`config.mk`:
```
export PLATFORM = sky130hd
export DESIGN_NAME = sextium_mem_bridge
export DESIGN_NICKNAME = d
export VERILOG_FILES = /design/src/rtl/sextium_pkg.sv /design/src/rtl/sextium_wait_counter.sv /design/src/rtl/sextium_mem_bridge.sv
export SDC_FILE = /design/constraint.sdc
export NUM_CORES = 1
export LEC_CHECK = 0
export ABC_AREA = 1
export BUFFER_PORTS_ARGS = -buffer_cell sky130_fd_sc_hd__buf_2
export CORE_MARGIN = 2
export CORE_UTILIZATION = 53
export CTS_BUF_LIST = sky130_fd_sc_hd__clkbuf_8
export CTS_CLUSTER_DIAMETER = 80
export CTS_CLUSTER_SIZE = 14
export DETAILED_ROUTE_END_ITERATION = 8
export HOLD_SLACK_MARGIN = 0.03
export PLACE_DENSITY = 0.87
export SYNTH_ARGS = -nofsm -noshare
export SYNTH_HDL_FRONTEND = slang
export SYNTH_SLANG_ARGS = --single-unit
export TNS_END_PERCENT = 50
```
`constraint.sdc`:
```
create_clock -name i_clk -period 4.2 [get_ports i_clk]
set_clock_uncertainty 0.2 [all_clocks]
set_input_delay 1.05 -clock i_clk [delete_from_list [all_inputs] [get_ports i_clk]]
set_output_delay 1.05 -clock i_clk [all_outputs]
set_load 0.03 [all_outputs]
```
`src/rtl/sextium_pkg.sv`:
```
// Shared types and constants for the sextium memory bridge: FSM state encoding,
// operation encoding and default timing.
package sextium_pkg;

  localparam int CNT_W = 4;

  localparam int DEF_READ_WAIT  = 2;
  localparam int DEF_WRITE_WAIT = 2;
  localparam int DEF_TURNAROUND = 1;

  typedef enum logic [2:0] {
    ST_IDLE   = 3'd0,
    ST_SETUP  = 3'd1,
    ST_ACCESS = 3'd2,
    ST_ACK    = 3'd3,
    ST_TURN   = 3'd4
  } state_e;

  typedef enum logic {
    OP_READ  = 1'b0,
    OP_WRITE = 1'b1
  } op_e;

  // Counter load value for the ACCESS phase of a given operation.
  function automatic logic [CNT_W-1:0] access_load(input op_e op,
                                                   input logic [CNT_W-1:0] rd_wait,
                                                   input logic [CNT_W-1:0] wr_wait);
    return (op == OP_WRITE) ? wr_wait : rd_wait;
  endfunction

endpackage

```
`src/rtl/sextium_wait_counter.sv`:
```
// 4-bit loadable down-counter that saturates at zero; times both the ACCESS
// and TURN phases of the bridge.
module sextium_wait_counter
  import sextium_pkg::*;
#(
  parameter int WIDTH = CNT_W
) (
  input  logic             i_clk,
  input  logic             i_rst_n,
  input  logic             i_load,
  input  logic [WIDTH-1:0] i_load_val,
  input  logic             i_dec,
  output logic             o_zero
);

  logic [WIDTH-1:0] r_count;

  always_ff @(posedge i_clk or negedge i_rst_n) begin
    if (!i_rst_n) begin
      r_count <= '0;
    end else if (i_load) begin
      r_count <= i_load_val;
    end else if (i_dec && (r_count != '0)) begin
      r_count <= r_count - WIDTH'(1);
    end
  end

  assign o_zero = (r_count == '0);

endmodule

```
`src/rtl/sextium_mem_bridge.sv`:
```
// Bridges the sextium core level handshake to an asynchronous SRAM with
// programmable read/write wait states and a post-access turnaround gap.
module sextium_mem_bridge
  import sextium_pkg::*;
#(
  parameter int ADDR_WIDTH = 16,
  parameter int DATA_WIDTH = 16,
  parameter int READ_WAIT  = DEF_READ_WAIT,
  parameter int WRITE_WAIT = DEF_WRITE_WAIT,
  parameter int TURNAROUND = DEF_TURNAROUND
) (
  input  logic                  i_clk,
  input  logic                  i_rst_n,
  input  logic                  i_mem_read,
  input  logic                  i_mem_write,
  input  logic [ADDR_WIDTH-1:0] i_addr_bus,
  input  logic [DATA_WIDTH-1:0] i_mem_bus_out,
  output logic [DATA_WIDTH-1:0] o_mem_bus_in,
  output logic                  o_mem_ack,
  output logic [ADDR_WIDTH-1:0] o_sram_addr,
  output logic [DATA_WIDTH-1:0] o_sram_dq_out,
  output logic                  o_sram_dq_oe,
  input  logic [DATA_WIDTH-1:0] i_sram_dq_in,
  output logic                  o_sram_ce_n,
  output logic                  o_sram_oe_n,
  output logic                  o_sram_we_n,
  output logic                  o_proto_err
);

  localparam logic [CNT_W-1:0] RD_LOAD   = CNT_W'(READ_WAIT);
  localparam logic [CNT_W-1:0] WR_LOAD   = CNT_W'(WRITE_WAIT);
  localparam logic [CNT_W-1:0] TURN_LOAD = CNT_W'(TURNAROUND - 1);

  state_e                r_state;
  op_e                   r_op;
  logic [DATA_WIDTH-1:0] r_mem_bus_in;
  logic                  r_mem_ack;
  logic [ADDR_WIDTH-1:0] r_sram_addr;
  logic [DATA_WIDTH-1:0] r_sram_dq_out;
  logic                  r_sram_dq_oe;
  logic                  r_sram_ce_n;
  logic                  r_sram_oe_n;
  logic                  r_sram_we_n;
  logic                  r_proto_err;

  logic                  w_cnt_load;
  logic [CNT_W-1:0]      w_cnt_val;
  logic                  w_cnt_dec;
  logic                  w_cnt_zero;

  // Counter is reloaded on the way into ACCESS and on the way into TURN.
  assign w_cnt_load = (r_state == ST_SETUP) || (r_state == ST_ACK);
  assign w_cnt_val  = (r_state == ST_ACK) ? TURN_LOAD : access_load(r_op, RD_LOAD, WR_LOAD);
  assign w_cnt_dec  = ((r_state == ST_ACCESS) || (r_state == ST_TURN)) && !w_cnt_zero;

  sextium_wait_counter #(
    .WIDTH (CNT_W)
  ) u_wait_counter (
    .i_clk      (i_clk),
    .i_rst_n    (i_rst_n),
    .i_load     (w_cnt_load),
    .i_load_val (w_cnt_val),
    .i_dec      (w_cnt_dec),
    .o_zero     (w_cnt_zero)
  );

  always_ff @(posedge i_clk or negedge i_rst_n) begin
    if (!i_rst_n) begin
      r_state       <= ST_IDLE;
      r_op          <= OP_READ;
      r_mem_bus_in  <= '0;
      r_mem_ack     <= 1'b0;
      r_sram_addr   <= '0;
      r_sram_dq_out <= '0;
      r_sram_dq_oe  <= 1'b0;
      r_sram_ce_n   <= 1'b1;
      r_sram_oe_n   <= 1'b1;
      r_sram_we_n   <= 1'b1;
      r_proto_err   <= 1'b0;
    end else begin
      case (r_state)
        ST_IDLE: begin
          if (i_mem_read || i_mem_write) begin
            r_sram_addr   <= i_addr_bus;
            r_sram_dq_out <= i_mem_bus_out;
            r_op          <= i_mem_write ? OP_WRITE : OP_READ;
            r_sram_ce_n   <= 1'b0;
            r_sram_dq_oe  <= i_mem_write;
            r_state       <= ST_SETUP;
            if (i_mem_read && i_mem_write) begin
              r_proto_err <= 1'b1;
            end
          end
        end
        ST_SETUP: begin
          r_sram_oe_n <= (r_op == OP_WRITE);
          r_sram_we_n <= (r_op == OP_READ);
          r_state     <= ST_ACCESS;
        end
        ST_ACCESS: begin
          if (w_cnt_zero) begin
            r_sram_oe_n <= 1'b1;
            r_sram_we_n <= 1'b1;
            r_mem_ack   <= 1'b1;
            if (r_op == OP_READ) begin
              r_mem_bus_in <= i_sram_dq_in;
            end
            r_state <= ST_ACK;
          end
        end
        ST_ACK: begin
          // Write data stays driven through ACK to cover hold after we_n rises.
          r_mem_ack    <= 1'b0;
          r_sram_ce_n  <= 1'b1;
          r_sram_dq_oe <= 1'b0;
          r_state      <= ST_TURN;
        end
        ST_TURN: begin
          if (w_cnt_zero) begin
            r_state <= ST_IDLE;
          end
        end
        default: begin
          r_state <= ST_IDLE;
        end
      endcase
    end
  end

  assign o_mem_bus_in  = r_mem_bus_in;
  assign o_mem_ack     = r_mem_ack;
  assign o_sram_addr   = r_sram_addr;
  assign o_sram_dq_out = r_sram_dq_out;
  assign o_sram_dq_oe  = r_sram_dq_oe;
  assign o_sram_ce_n   = r_sram_ce_n;
  assign o_sram_oe_n   = r_sram_oe_n;
  assign o_sram_we_n   = r_sram_we_n;
  assign o_proto_err   = r_proto_err;

endmodule

```
==> results of run 1 <==
## layer usage
layer | global-route usage [%] | share of wire [%] | wire [µm] | up-vias
met2 | 35.9 | 47 | 2680 | 93
li1 | - | - | - | 1125
met3 | 7.68 | 8.7 | 490 | 9
met1 | 26.9 | 42 | 2400 | 1019
met4 | 8.48 | 1.4 | 78 | 0
met5 | 0 | 0 | 0 | -
## state kept, by name (all words and copies together) (netlist names), 3 cells and up
name and cells:
u_wait_counter.r_count 4, o_sram_addr 16, o_mem_bus_in 16, o_sram_dq_out 16, r_state 3
## power groups by stage
stage	logic [mW]	clock network [mW]	registers, mW
after floorplan	0.657	0	1.57
after global placement	1.52	0	1.08
after detailed placement	1.58	0	1.08
after CTS	1.58	0.530	1.08
after global routing	1.73	0.559	1.11
final	1.56	0.520	1.08
## tightest hold or removal path: stages, from the launching register on
cell and delay (ns):
dfstp_2 0.37, nand2_1 0.05, nand2_1 0.05
## path summary, 6_finish.rpt
check                                       endpoint  cells past startpoint
max in group asynchronous                o_sram_ce_n                      2
setup reg to reg                     o_mem_bus_in[2]                      7
setup / recovery                         o_sram_ce_n                      1
min in group asynchronous  u_wait_counter.r_count[1]                      1
hold reg to reg                          o_sram_oe_n                      2
hold / removal                           o_sram_oe_n                      2
## Yosys cell counts
| library cell | number |
|---|---|
| nor2_1 | 10 |
| o21ai_0 | 4 |
| inv_1 | 11 |
| nand2_4 | 2 |
| a21oi_1 | 1 |
| nor2_4 | 1 |
| ha_1 | 2 |
| o21bai_1 | 1 |
| dfrtp_1 | 59 |
| nand4_1 | 1 |
| nand3_1 | 24 |
| clkinv_1 | 1 |
| nand2_2 | 1 |
| buf_6 | 2 |
| nand2_1 | 160 |
| xnor2_1 | 1 |
| buf_4 | 4 |
| clkbuf_1 | 1 |
| dfstp_2 | 3 |
| nor2_8 | 1 |
| buf_2 | 3 |
| inv_2 | 2 |
## area by class of cell
| class | count | area (µm²) | area share [%] |
|---|---|---|---|
| sequential | 62 | 1560 | 46.9 |
| multi-input combinational | 209 | 891 | 26.8 |
| timing repair buffer | 108 | 548 | 16.5 |
| clock buffer | 11 | 151 | 4.56 |
| tap | 54 | 67.6 | 2.04 |
| clock inverter | 5 | 52.6 | 1.58 |
| inverter | 14 | 52.6 | 1.58 |
## stage by stage
step	std cells	utilization (%)	setup WS, ns	hold WS, ns
after floorplan	295	-	2.23	0.282
after global placement	447	66.4	2.01	0.249
after detailed placement	447	66.4	1.97	0.256
after CTS	463	70.7	1.87	0.267
after global routing	463	70.7	1.85	0.288
final	463	70.7	1.89	0.267
## logic make-up after synthesis
| group | after synthesis | synth area share, % |
|---|---|---|
| buffers and inverters | 24 | 4.82 |
| adders and majority gates | 2 | 0.974 |
| xor gates and xnor gates | 1 | 0.341 |
| and+or+nand+nor | 200 | 32.1 |
| AOI/OAI and AO/OA | 6 | 1.27 |
| DFF | 62 | 60.5 |
==> summary.txt, run 1 <==
Run status
  • Status: complete, no violations

Clocking
  • Num Clock Sinks: between 60 and 70
  • Hold_buf cts: 0
  • Clk slew on worst S/H paths: roughly 0.06 ns
  • CTS tree: built
  • Post-CTS sizing: 0
  • Post CTS Setup Buffer Count: 0
  • Clk_lat worst skew: 0.34 ns
  • CTS max path bufs: 2
  • Number of CTS-inserted buffers: 9
  • H-Tree Depth: 3
  • Root Driver: clkbuf_8

Logic synthesis
  • Top post-synthesis cells by area: dfrtp_1, nand2_1, nand3_1
  • Post-synth top area share: 57.4%
  • Ys Warns: 0
  • Syn_nets: 349
  • Avg Inst Size Synth: 8.71 µm²
  • Area leader, netlist: dfrtp_1
  • Sequential element share of the synthesized area: 60.5%
  • Yosys cell types: 22
  • Register bit total from synthesis: 62
  • Mapped Area: 2570 µm²
  • Post-Synthesis Cells: 295

Floorplanning
  • Core Area: 4690 µm²
  • Starting Density: 54.8%
  • Row cnt: 25
  • I/O pins: around 110
  • Overall die width: between 70 and 80 µm
  • Die height: 73.6 µm
  • Die area: 5420 µm²

Drt
  • Final WL: 5650 µm
  • Drt first-iter violations: 97
  • Drc violations: 0
  • Via count: 2246
  • Antenna-violating nets left: 0
  • Vias/cell: 4.85
  • Routed len/inst: 12.2 µm
  • Pre-antenna DRT Iters: 4

Timing
  • Hold Violations, Final: 0
  • Slew HR: 46.3%
  • Final Cycle Share: 55.1%
  • Minimum clock period: 2.31 ns
  • Slew @ Worst Pin: 0.805 ns
  • Final Slew Violations: 0
  • RSZ-0062 raised after global routing: no
  • F_max: approximately 0.43 GHz
  • Final setup TNS: 0 ns
  • Final setup vio count: 0

Setup path
  • Slowest-stage cell, CP: dfstp_2
  • Crit end category: output pin
  • Cell Chain, Critical Path: buf_2
  • CP delay by family, top: flip-flops
  • CP arrival: approximately 1.1 ns
  • Worst reg2reg path startpoint: u_wait_counter.r_count[0]
  • Required time of the critical path: approximately 3.0 ns
  • CP Max Fanout: 2
  • Worst path max stage delay: ~0.53 ns
  • Setup crit start kind: flop
  • Reg2reg setup slack: 2.43 ns
  • Number of buffers and inverters on the critical path: 1
  • Worst setup path category: reg2out
  • Worst setup startpoint: o_sram_ce_n

Finish
  • # diodes: 0
  • Area grow syn2layout: 29.1%
  • Most frequent cells in the layout: nand2_1, buf_2, dfrtp_1
  • Final #Nets: approximately 460
  • Commonest non-fill, non-tap cell in the layout: nand2_1
  • Design area: 3320 µm²
  • Share of layout cells above drive strength 1: 32.3%
  • Fillers: 361

Power
  • Total power: 3.17 mW
  • Clk network pwr share: 16.4%
  • Combinational cell fraction of total power: 49.4%
  • Leakage: 1.97 nW
  • Switch Pwr: about 1.5 mW
  • Share of power burned in registers: 34.2%
  • Pwr dens: 954 nW/µm²
  • P_int: about 1.6 mW
  • Switching Share: 48.2%
  • Peak supply drop: 0.000509 V

Global routing
  • Grt total ovfl: 0
  • GRT Overall Usage: 22.0%
  • Pin count of the biggest net entering global routing: 39
  • First-pass GRT wire length: 9030 µm
  • Vias in the first global route: 2088
  • Antenna violations before repair: 0

Place
  • Buffers on Ports: roughly 110
  • DP Wirelength: approximately 4000 µm
  • RePlAce Congestion: 0.843
  • Placed cell areas: roughly 3100 µm²

Flow run
  • Maxcap violations: 0

Min path
  • HP Start: o_sram_oe_n
  • Worst min-delay path class: reg2reg
(Power assumes the default switching activity.)
==> run 2: changes to the inputs <==
CORE_UTILIZATION = 45   (was 53)
PLACE_DENSITY = 0.79   (was 0.87)
clock period = 2.1 ns   (was 4.2 ns; I/O delays follow)
==> summary.txt, run 2 (synthesized netlist as in run 1, its figures left out) <==
Run status
  • Status: complete, no violations

Global routing
  • Pin count of the biggest net entering global routing: 33 (-15%)
  • Grt total ovfl: 0 (unchanged)
  • GRT Overall Usage: 18.9% (-3.1 points)
  • Antenna violations before repair: 0 (unchanged)
  • First-pass GRT wire length: 9140 µm (+1.2%)
  • Vias in the first global route: 2060 (-1.3%)

Timing
  • Slew @ Worst Pin: 0.568 ns (-0.237 ns)
  • Final Slew Violations: 0 (unchanged)
  • Final Cycle Share: 84.6%
  • F_max: 0.563 GHz
  • Hold Violations, Final: 0 (unchanged)
  • Slew HR: 61.9% (+16 points)
  • Minimum clock period: 1.78 ns
  • RSZ-0062 raised after global routing: no
  • Final setup TNS: 0 ns (unchanged)
  • Final setup vio count: 0 (unchanged)
  • Final worst slack: 0.324 ns (-1.56 ns)

Finish
  • Commonest non-fill, non-tap cell in the layout: nand2_1
  • Design area: 3360 µm² (+1.3%)
  • Area grow syn2layout: 30.8%
  • # diodes: 0 (unchanged)
  • Most frequent cells in the layout: nand2_1, buf_2, dfrtp_1
  • Share of layout cells above drive strength 1: 32.4% (+0.086 points)
  • Fillers: 487 (+35%)
  • Final #Nets: 460 (+0.44%)

Power
  • Pwr dens: 1880 nW/µm² (+97%)
  • Total power: 6.30 mW (+99%)
  • Leakage: 1.99 nW (+0.90%)
  • Peak supply drop: 0.000886 V (+74%)

Setup path
  • Setup crit start kind: flop
  • CP arrival: 1.05 ns (about the same)
  • Worst setup path category: reg2out
  • Crit end category: output pin
  • Slowest-stage cell, CP: dfstp_2
  • Number of buffers and inverters on the critical path: 1 (unchanged)
  • Required time of the critical path: 1.37 ns (-1.58 ns)
  • CP Max Fanout: 2 (unchanged)
  • Worst path max stage delay: 0.54 ns (about the same)
  • Cell Chain, Critical Path: buf_2
  • CP delay by family, top: flip-flops

Place
  • DP Wirelength: 4070 µm (+0.38%)
  • Buffers on Ports: 105 (unchanged)
  • Placed cell areas: 3160 µm² (+1.4%)
  • RePlAce Congestion: 0.832 (-1.3%)
  • Pre-CTS setup slack: 0.339 ns (-1.63 ns)

Drt
  • Drt first-iter violations: 103 (+6.2%)
  • Vias/cell: 4.60 (-5.2%)
  • Routed len/inst: 11.7 µm (-3.9%)
  • Drc violations: 0 (unchanged)
  • Pre-antenna DRT Iters: 4 (unchanged)
  • Via count: 2221 (-1.1%)
  • Antenna-violating nets left: 0 (unchanged)
  • Final WL: 5660 µm (+0.21%)

Floorplanning
  • Die area: 6330 µm² (+17%)
  • Core Area: 5510 µm² (+17%)
  • Row cnt: 27 (+8.0%)
  • Die height: 79.6 µm (+8.1%)
  • Starting Density: 46.7% (-8.1 points)
  • Overall die width: 79.6 µm (+8.1%)
  • I/O pins: 106 (unchanged)

Flow run
  • Maxcap violations: 0 (unchanged)

Clocking
  • CTS max path bufs: 2 (unchanged)
  • Num Clock Sinks: 62 (unchanged)
  • Number of CTS-inserted buffers: 9 (unchanged)
  • Root Driver: clkbuf_8
  • Clk slew on worst S/H paths: 0.07 ns (about the same)
  • CTS tree: built
  • Post-CTS sizing: 0 (unchanged)
  • H-Tree Depth: 3 (unchanged)
  • Post CTS Setup Buffer Count: 0 (unchanged)
  • Clk_lat worst skew: 0.32 ns (-0.02 ns)
  • Hold_buf cts: 1 (+1)

Min path
  • Worst min-delay path class: in2reg
==> run 2: cell count changes in the layout (fill, tap and decap cells not counted), sizes merged <==
cell	delta
buf	+1
clkbuf	-1
clkinv	+3
clkinvlp	-2
dlygate4sd3	+1
==> run 2: power breakdown <==
group / switching [mW] / internal [mW] / leakage (nW)
Clock: 0.431 / 0.570 / 0.109
Combinational: 2.26 / 0.886 / 1.13
Sequential: 0.343 / 1.81 / 0.751
Total: 3.04 / 3.27 / 1.99
==> run 2: metal layers <==
metal | part of all wire (%) | GRT usage, % | vias to the layer above
met4 | 1.8 | 9.83 | 0
met2 | 45 | 30.2 | 107
li1 | - | - | 1127
met5 | 0 | 0 | -
met3 | 9.5 | 4.52 | 9
met1 | 43 | 24.1 | 978
==> run 2: area by class of cell <==
class	count	area, µm²	share of cell area (%)
clock buffers	10	138	4.10
clock inverters	6	56.3	1.68
inverters	14	52.6	1.56
multi-input cells	209	891	26.5
flip-flops and latches	62	1560	46.3
well taps	72	90.1	2.68
repair buffers	110	578	17.2
==> run 2: path summary, 6_finish.rpt <==
check,endpoint,slack (ns),start,depth (start not counted)
max,o_sram_we_n,0.32,o_sram_we_n,1
min,o_sram_addr[11],0.19,i_addr_bus[11],3
max reg2reg,o_mem_bus_in[4],0.35,u_wait_counter.r_count[0],7
min reg2reg,o_sram_ce_n,0.26,o_sram_ce_n,2
max in group asynchronous,o_mem_bus_in[3],0.64,i_rst_n,3
min in group asynchronous,o_sram_addr[12],0.50,i_rst_n,2
==> run 2: stage by stage <==
step,cells,hold slack [ns],utilization (%)
floorplan,295,0.0294,-
global placement,466,0.252,57.3
detailed placement,466,0.255,57.3
CTS,483,0.165,61.0
global route,483,0.175,61.0
finish,483,0.185,61.0
==> run 3: changes to the inputs <==
ABC_AREA = 0   (was 1)
PLACE_DENSITY = 0.78   (was 0.79)
clock period = 1.6 ns   (was 2.1 ns; I/O delays follow)
==> summary.txt, run 3 <==
Clocking
  • Clk slew on worst S/H paths: 0.07 ns (about the same)
  • CTS max path bufs: 2 (unchanged)
  • Root Driver: clkbuf_8
  • CTS tree: built
  • Number of CTS-inserted buffers: 9 (unchanged)
  • H-Tree Depth: 3 (unchanged)
  • Num Clock Sinks: 62 (unchanged)
  • Clk_lat worst skew: 0.34 ns (+0.02 ns)

Floorplanning
  • Die height: 80.7 µm (+1.5%)
  • Row cnt: 27 (unchanged)
  • I/O pins: 106 (unchanged)
  • Starting Density: 47.3% (+0.58 points)
  • Die area: 6520 µm² (+3.0%)
  • Overall die width: 80.7 µm (+1.5%)
  • Core Area: 5610 µm² (+1.8%)

Drt
  • Routed len/inst: 16.8 µm (+43%)
  • Final WL: 6840 µm (+21%)
  • Via count: 2077 (-6.5%)
  • Antenna-violating nets left: 0 (unchanged)
  • Drc violations: 0 (unchanged)
  • Drt first-iter violations: 98 (-4.9%)
  • Pre-antenna DRT Iters: 4 (unchanged)
  • Vias/cell: 5.09 (+11%)

Power
  • Pwr dens: 2510 nW/µm² (+34%)
  • Total power: 10.1 mW (+60%)
  • Peak supply drop: 0.00130 V (+46%)
  • Leakage: 1.99 nW (+0.34%)

Finish
  • Most frequent cells in the layout: buf_2, dfrtp_1, mux2_4
  • Fillers: 407 (-16%)
  • Multi-input logic area: 1250 µm² (+40%)
  • Sequential cell area: 1560 µm² (+0.16%)
  • Commonest non-fill, non-tap cell in the layout: buf_2
  • Area grow syn2layout: 51.3%
  • Fin util: 71.5% (+10 points)
  • Non-Filler Instances: 408 (-16%)
  • Share of layout cells above drive strength 1: 67.9% (+35 points)
  • Design area: 4010 µm² (+19%)
  • # diodes: 0 (unchanged)
  • Final #Nets: 385 (-16%)

Logic synthesis
  • Post-synth top area share: 55.7% (-1.7 points)
  • Top_reg_cell synth: dfrtp_1
  • Syn_nets: 246 (-30%)
  • Ys Warns: 0 (unchanged)
  • EDFF count, synth: 0 (unchanged)
  • Top-count cell post-synth: dfrtp_1
  • Register bit total from synthesis: 62 (unchanged)
  • Yosys cell types: 42 (+91%)
  • Area leader, netlist: dfrtp_1
  • Asr flop ratio synth: 100% (unchanged)
  • Post-Synthesis Cells: 192 (-35%)
  • Synth cell count leaders: dfrtp_1, mux2_2, mux2_4, nor2_1, o21ai_0
  • Avg Inst Size Synth: 13.8 µm² (+58%)
  • Top post-synthesis cells by area: dfrtp_1, mux2_2, mux2_4
  • Mapped Area: 2650 µm² (+3.1%)
  • Sequential element share of the synthesized area: 58.7% (-1.8 points)

Timing
  • Slew @ Worst Pin: 0.614 ns (+0.0457 ns)
  • Final worst slack: -0.378 ns (-0.702 ns)
  • Slew HR: 58.9% (-3.0 points)
  • Final setup TNS: -9.97 ns (-9.97 ns)
  • Minimum clock period: 1.98 ns
  • RSZ-0062 raised after global routing: yes
  • Final hold slack: 0.0823 ns (-0.103 ns)
  • Final Slew Violations: 0 (unchanged)
  • Final setup vio count: 58 (+58)
  • Hold Violations, Final: 0 (unchanged)
  • F_max: 0.506 GHz
  • Final Cycle Share: 124%

Place
  • Placed cell count: 382 (-18%)
  • Buffers on Ports: 105 (unchanged)
  • RePlAce Congestion: 0.882 (+6.0%)
  • Placed cell areas: 3420 µm² (+8.3%)
  • Pre-CTS setup slack: -0.388 ns (-0.727 ns)
  • DP Wirelength: 4280 µm (+5.3%)

Setup path
  • Setup crit start kind: flop
  • Required time of the critical path: 1.63 ns (+0.26 ns)
  • Cell Chain, Critical Path: inv_2 -> ha_4 -> or3b_4 -> nor2_4 -> nand2_4 -> mux2_4
  • Worst setup path category: reg2reg
  • Number of buffers and inverters on the critical path: 1 (unchanged)
  • CP Max Fanout: 8 (+6)
  • Slowest-stage cell, CP: or3b_4
  • CP arrival: 2.01 ns (+0.96 ns)
  • Crit end category: flop
  • CP delay by family, top: simple AND/OR/NAND/NOR gates
  • Worst path max stage delay: 0.40 ns (-0.14 ns)

Global routing
  • First-pass GRT wire length: 10600 µm (+15%)
  • Vias in the first global route: 2085 (+1.2%)
  • Pin count of the biggest net entering global routing: 63 (+91%)
  • Grt total ovfl: 0 (unchanged)
  • GRT Overall Usage: 22.0% (+3.0 points)
  • Antenna violations before repair: 0 (unchanged)

Run status
  • Failing checks: setup timing
  • Status: complete, but fails checks

Min path
  • Worst min-delay path class: in2reg

Flow run
  • Maxcap violations: 0 (unchanged)
==> run 3: cell families (layout without fill, tap and decap cells) <==
kind of cell / Yosys count / count (layout) / synth area share (%)
buf+inv: 18 / 161 / 3.97
xor+xnor: 2 / 2 / 0.661
flops: 62 / 62 / 58.7
compound gates: 27 / 27 / 7.08
mux: 48 / 48 / 21.8
fa+ha+maj: 2 / 2 / 0.944
simple gates: 33 / 34 / 6.85
==> run 3: final cells by class <==
type                            instances  share of cell area (%)
Clock buffer                           10                    3.43
Clock inverter                          6                    1.72
Tap cell                               72                    2.25
Timing Repair Buffer                  139                    22.0
Sequential cell                        62                    38.8
Inverter                                6                   0.562
Multi-Input combinational cell        113                    31.2
==> run 3: timing repair <==
action | 4_1_cts | 5_1_grt
hold buffers | 1 | 0
pin swaps | 2 | 5
hold endpoints to repair | 59 | 0
gates cloned | 3 | 0
gates resized for setup | 49 | 17
endpoints found under the setup margin | 57 | 62
buffers inserted | 5 | 1
==> run 3: where the power goes <==
part	internal, mW	switching (mW)	total [mW]
logic	2.67	3.13	5.80
registers	2.39	0.486	2.88
clock network	0.769	0.637	1.41
total	5.83	4.26	10.1
==> run 3: per-layer routing <==
metal  share of wire, %  up-vias  GRT usage (%)
met4                1.7        0           8.64
met1                 43     1000           28.0
met2                 46      104           35.3
met3                8.6       11           6.89
met5                  0        -              0
li1                   -      962              -
==> run 3: path summary, 6_finish.rpt <==
| path | startpoint | to | slack, ns | cells past startpoint |
|---|---|---|---|---|
| setup / recovery | u_wait_counter.r_count[1] | o_mem_bus_in[15] | -0.38 | 6 |
| hold / removal | i_sram_dq_in[11] | o_mem_bus_in[11] | 0.08 | 2 |
| setup reg to reg | u_wait_counter.r_count[1] | o_mem_bus_in[15] | -0.38 | 6 |
| hold reg to reg | o_proto_err | o_proto_err | 0.28 | 1 |
| max in group asynchronous | i_rst_n | o_sram_ce_n | 0.48 | 3 |
| min in group asynchronous | i_rst_n | o_sram_addr[7] | 0.43 | 3 |
